<file path="src/rtl/float_class_counter.sv">
// One-entry valid/ready register stage for classified floats, with saturating
// per-class, total and negative-sign statistics readable through a select port.
module float_class_counter #(
   parameter int unsigned CNT_W = 16
) (
   input  logic             clk,
   input  logic             rst_n,
   input  logic             in_valid,
   output logic             in_ready,
   input  logic [31:0]      num,
   input  logic [4:0]       float_type,
   output logic             out_valid,
   input  logic             out_ready,
   output logic [31:0]      out_num,
   output logic [4:0]       out_type,
   input  logic             clr,
   input  logic [2:0]       sel,
   output logic [CNT_W-1:0] count,
   output logic             err
);

   localparam logic [CNT_W-1:0] CNT_ONE = CNT_W'(1);

   logic             acc;
   logic             type_onehot;
   logic [4:0]       type_m1;
   logic [CNT_W-1:0] cls_cnt [5];
   logic [CNT_W-1:0] total_cnt;
   logic [CNT_W-1:0] neg_cnt;

   assign in_ready = !out_valid || out_ready;
   assign acc      = in_valid && in_ready;

   // x & (x-1) clears the lowest set bit; zero result with x nonzero means one-hot
   assign type_m1     = float_type - 5'd1;
   assign type_onehot = (|float_type) && !(|(float_type & type_m1));

   always_ff @(posedge clk or negedge rst_n) begin
      if (!rst_n) begin
         out_valid <= 1'b0;
         out_num   <= '0;
         out_type  <= '0;
      end else if (acc) begin
         out_valid <= 1'b1;
         out_num   <= num;
         out_type  <= float_type;
      end else if (out_valid && out_ready) begin
         out_valid <= 1'b0;
      end
   end

   for (genvar g = 0; g < 5; g++) begin : g_cls
      always_ff @(posedge clk or negedge rst_n) begin
         if (!rst_n) begin
            cls_cnt[g] <= '0;
         end else if (clr) begin
            cls_cnt[g] <= '0;
         end else if (acc && type_onehot && float_type[g] && (cls_cnt[g] != '1)) begin
            cls_cnt[g] <= cls_cnt[g] + CNT_ONE;
         end
      end
   end

   // clr wins over a same-cycle accept: the value still moves to the output but is not counted
   always_ff @(posedge clk or negedge rst_n) begin
      if (!rst_n) begin
         total_cnt <= '0;
         neg_cnt   <= '0;
         err       <= 1'b0;
      end else if (clr) begin
         total_cnt <= '0;
         neg_cnt   <= '0;
         err       <= 1'b0;
      end else if (acc) begin
         if (total_cnt != '1) begin
            total_cnt <= total_cnt + CNT_ONE;
         end
         if (num[31] && (neg_cnt != '1)) begin
            neg_cnt <= neg_cnt + CNT_ONE;
         end
         if (!type_onehot) begin
            err <= 1'b1;
         end
      end
   end

   always_comb begin
      count = '0;
      case (sel)
         3'd0:    count = cls_cnt[0];
         3'd1:    count = cls_cnt[1];
         3'd2:    count = cls_cnt[2];
         3'd3:    count = cls_cnt[3];
         3'd4:    count = cls_cnt[4];
         3'd5:    count = total_cnt;
         3'd6:    count = neg_cnt;
         default: count = '0;
      endcase
   end

endmodule

</file>
<file path="config.mk">
export PLATFORM = sky130hd
export DESIGN_NAME = float_class_counter
export DESIGN_NICKNAME = d
export VERILOG_FILES = /design/src/rtl/float_class_counter.sv
export SDC_FILE = /design/constraint.sdc
export NUM_CORES = 1
export LEC_CHECK = 0
export BUFFER_PORTS_ARGS = -buffer_cell sky130_fd_sc_hd__buf_2
export CAP_MARGIN = 5
export CORE_MARGIN = 3
export CORE_UTILIZATION = 55
export DETAILED_ROUTE_END_ITERATION = 8
export GPL_TIMING_DRIVEN = 0
export PLACE_DENSITY_LB_ADDON = 0.3
export SKIP_CTS_REPAIR_TIMING = 1
export SLEW_MARGIN = 15
export SYNTH_ARGS = -nofsm -noshare
export SYNTH_HDL_FRONTEND = slang
export SYNTH_SLANG_ARGS = --single-unit
</file>
<file path="constraint.sdc">
create_clock -name clk -period 5.48 [get_ports clk]
set_clock_uncertainty 0.05 [all_clocks]
set_input_delay 1.096 -clock clk [delete_from_list [all_inputs] [get_ports clk]]
set_output_delay 1.096 -clock clk [all_outputs]
set_load 0.03 [all_outputs]
</file>
# After elaboration in Yosys (flattened, before gate mapping)
# Index checks and enable logic that the tools add are counted.
dict set report totals {
  regBits 151
  latchBits 0
  ramBits 0
  mem_bits_ro 0
  input_bits 45
  output_inout_bits 56
  elab_cells 89
  n_memories 0
}
dict set report classes {
  add_sub_neg 8
  n_mul 0
  n_div 0
  magnitude_cmp 0
  n_eq_ne 14
  shifts 0
  muxes 22
  bitwise 1
  reduce_logical 33
}
# op n
set op_table {}
lappend op_table {{16-bit 2-to-1 mux} 16}
lappend op_table {{16-bit by 1-bit adder with 16-bit output, second input constant} 7}
lappend op_table {{16-bit != test, second input constant} 7}
lappend op_table {{16-bit one-hot mux with 7 select lines} 1}
lappend op_table {{2-bit nonzero test} 9}
lappend op_table {{1-bit logical AND} 15}
lappend op_table {{5-bit OR reduction} 2}
lappend op_table {{3-bit equality test, second input constant} 3}
lappend op_table {{3-bit by 2-bit equality test with 1-bit output, second input constant} 2}
lappend op_table {{2-bit AND reduction} 3}
lappend op_table {{5-bit bitwise AND} 1}
lappend op_table {{1-bit 2-to-1 mux} 5}
lappend op_table {{5-bit by 1-bit subtractor with 5-bit output, second input constant} 1}
lappend op_table {{3-bit by 1-bit equality test with 1-bit output, second input constant} 1}
lappend op_table {{3-bit zero test} 1}
lappend op_table {{1-bit zero test} 2}
lappend op_table {{2-bit != test, second input constant} 1}
lappend op_table {{1-bit logical OR} 1}

# Logic depth before layout (Yosys ltp)
dict set report logic_depth {
  word_depth 10
  ltp_mapped 7
  depth_no_buf 6
}

# Worst setup path before layout
# Ideal clock, no wire load.
dict set report synth_timing {
  path_kind {input to output}
  startpoint {in sel[2]}
  endpoint {out count[15]}
  arrival_ps 2835
  required_time_ps 4334
  setup_slack_ps 1499
  stages 5
  path_buffers 3
  cell_sequence {clkbuf_1 buf_1 clkbuf_1 a31oi_1 o21ai_0}
}
dict set report synth_via {
  elab_chain_cells 2
  word_cells_on_any_way 8
  cone_classes {6 x eq/ne; 1 x mux; 1 x reduce/logical}
}
# item line
set synth_lines {}
lappend synth_lines {{start: declaration} 17} ;# input logic [2:0] sel,
lappend synth_lines {{3-bit equality test (tied with other cells)} 89} ;# case (sel)
lappend synth_lines {{16-bit one-hot mux with 7 select lines *} 89}
lappend synth_lines {{end: declaration} 18} ;# output logic [CNT_W-1:0] count,
# Mark *: on every way between the ends. The rest lies on a longest branch, timed or not.

# Worst setup path in the final report
dict set report layout_timing {
  startpoint {in sel[1]}
  endpoint {out count[0]}
}
# The elaborated chain is that of the path after synthesis.

==> results.md <==
* Diodes inserted at 0
* Routability Congestion at 0.981
* Total Negative Setup Slacks at 0 ns
* Clk pwr share at 0.445
* P&R area growth vs syn at 15.8%
* Pins Over Slew Limit at 0
* Hold/Removal Path Class: flip-flop to flip-flop
* Clock period minus worst slack at 4.38 ns
* Setup violators final at 0
* Final HPWL DP at 17.7 mm
* Async set-reset flop share out of synthesis at 1.00
* Drt pass-1 iters at 5
* Sink Count at 151
* Internal Power at 1.95 mW
* Commonest non-fill, non-tap cells in the layout: 151 x dfrtp_1, 118 x nor2_1, 99 x buf_2
* Top_reg_cell synth: dfrtp_1
* Hold Path Depth at 2
* Iter 0 DRT Violations at 729
* CTS tree: built
* Final instance area at 0.00993 mm^2
* Slew HR at 0.432
* First-pass GRT wire length at 38.6 mm
* Synth area leader: dfrtp_1
* Drt total wl at 24.2 mm
* PD cells at 273 mW/mm^2
* Core area at 0.0152 mm^2
* #FFs+latches synth at 151
* CP endpoint kind: primary output
* Synth unique cells at 61
* DRC at 0
* Sw power at 0.758 mW
* Clock tree buffer depth at 2
* Gate power share at 0.119
* Top cells by area, synth: dfrtp_1 44%, mux2_2 7.0%, xnor2_1 5.5%
* Grt ovf at 0
* Syn_nets at 944
* Reg clk slew, reported paths at 0.06 ns
* Clk Latency, worst-skew pair at 0.44 ns
* Post-synth EDFFs at 0
* Post-Place Cell Area at 0.00933 mm^2
* I/O Pins at 101
* Ratio of cells with drive above 1 in the final layout at 0.206
* Initial antenna violation count at 0
* ANT nets after route at 0
* Sequential fraction of the synthesis area at 0.441
* Maximum vdd ir drop at 291 uV
* Max Fclk at 228 MHz
* Starting Density at 0.564
* Number of CTS-inserted buffers at 17
* Largest net degree at the start of global routing at 84
* Via count at 7603
* Crit Path Max Fanout at 10
* RSZ-0062 raised after global routing: false
* Fillers at 1259
* Via-to-Cell Ratio at 6.28
* Port Buf Inserts at 97
* DR WL/cell at 20.0 um
* Htree depth at 4
* Fin. Hold Viols at 0
* Cell row count at 45
* Status: completed
* Syn Area/Cell at 9.61 um^2
* Sequential power share at 0.436
* Root buf cell: clkbuf_16
* Cell Area, Synth at 0.00857 mm^2
* Number of global-route vias before repair at 7110
* Tot GR Track Use at 0.294
* Switch share at 0.280
* Register-to-Register Path Depth at 7
* Fin crit share at 0.799
* Die Span Y at 131 um
* Critical path data required time at 4.33 ns
* Die area at 0.0171 mm^2
* Post-synth top area share at 0.441
* Worst endpoint data arrival time at 3.23 ns
* Layout Nets at 1061
* Crit path kind: input port to primary output
* Die width at 131 um
* Most common cell after layout, fill and taps aside: dfrtp_1
* Cells after Synth at 892
* Warnings from Yosys at 0
* Max-cap viol count at 0
* Critical path launch point type: input port
* Slew @ Worst Pin at 0.846 ns
* Standby leakage power at 4.01 nW
-- per-stage QoR --
stage	hold WS, ns	cells	power (mW)	worst slack (ns)	util
after global routing	0.454	1210	2.80	0.925	0.653
after global placement	0.408	1177	1.52	1.03	0.611
after CTS	0.435	1210	2.72	1.14	0.653
after detailed placement	0.416	1178	1.53	1.15	0.614
final	0.431	1210	2.71	1.10	0.653
after floorplan	0.455	892	1.40	1.50	-
-- critical path, stage by stage --
cell and delay [ns]:
buf_2 0.18, clkbuf_1 0.43, buf_1 0.50, clkbuf_1 0.41, nor2_1 0.10, a21oi_1 0.25, buf_2 0.26
-- kinds of logic after synthesis --
family          count (synthesis)  synth area share
flops                         151             0.441
buf+inv                        62            0.0299
mux                            80             0.113
compound gates                172             0.130
simple gates                  362             0.217
fa+ha+maj                       7            0.0102
xor+xnor                       58            0.0592
-- state kept, by name, indices dropped and copies added, names as in the netlist --
signal,count
out_num,32
out_valid,1
neg_cnt,16
cls_cnt,80
err,1
total_cnt,16
out_type,5
-- power groups by stage --
stage	combinational [mW]	sequential, mW	clock [mW]
after floorplan	0.115	1.28	0
after global placement	0.316	1.20	0
after detailed placement	0.324	1.20	0
after CTS	0.325	1.18	1.21
after global routing	0.347	1.19	1.27
final	0.323	1.18	1.21
-- cells in the mapped netlist, types with 3 or more instances --
cell	n
mux4_2	7
nor3b_1	4
a41oi_1	3
or3_1	18
xnor2_1	54
nand2b_1	4
dfrtp_1	151
nor4_1	16
a22oi_1	8
a32oi_1	4
nand2_1	49
nor2b_1	18
nor4b_1	4
mux2i_1	19
a31oi_1	4
nor3_1	13
buf_2	3
nand4_1	19
inv_1	13
o21ai_0	28
mux2_2	53
xor2_1	4
a21oi_1	62
clkbuf_1	37
nor2_1	118
a2111oi_0	10
buf_1	5
ha_1	7
nand3_1	46
o31ai_1	10
and2_1	5
and4_1	11
a211oi_1	20
and3_1	18
a31o_2	6
or4_1	9
-- layer usage --
metal / GRT usage / part of all wire
met5: 0 / 0
met4: 0.119 / 0.032
met3: 0.0589 / 0.070
met2: 0.445 / 0.47
met1: 0.416 / 0.43
-- layout make-up --
cell class              instances  area (um^2)  area share
well taps                     188          235      0.0237
plain buffers                  49          208      0.0209
clock inverters                14          161      0.0162
flip-flops and latches        151         3780       0.380
inverters                      13         48.8     0.00491
repair buffers                 98          523      0.0527
clock buffers                  18          439      0.0442
multi-input cells             679         4540       0.457
-- worst paths after layout --
check	startpoint	end	slack (ns)
min in group asynchronous	rst_n	cls_cnt[70]	0.53
hold / removal	out_num[31]	out_num[31]	0.43
setup / recovery	sel[1]	count[0]	1.10
max in group asynchronous	rst_n	cls_cnt[28]	4.06
hold reg to reg	out_num[31]	out_num[31]	0.43
setup reg to reg	out_valid	cls_cnt[41]	2.99
Note: power is estimated with default switching activity, not from simulation.
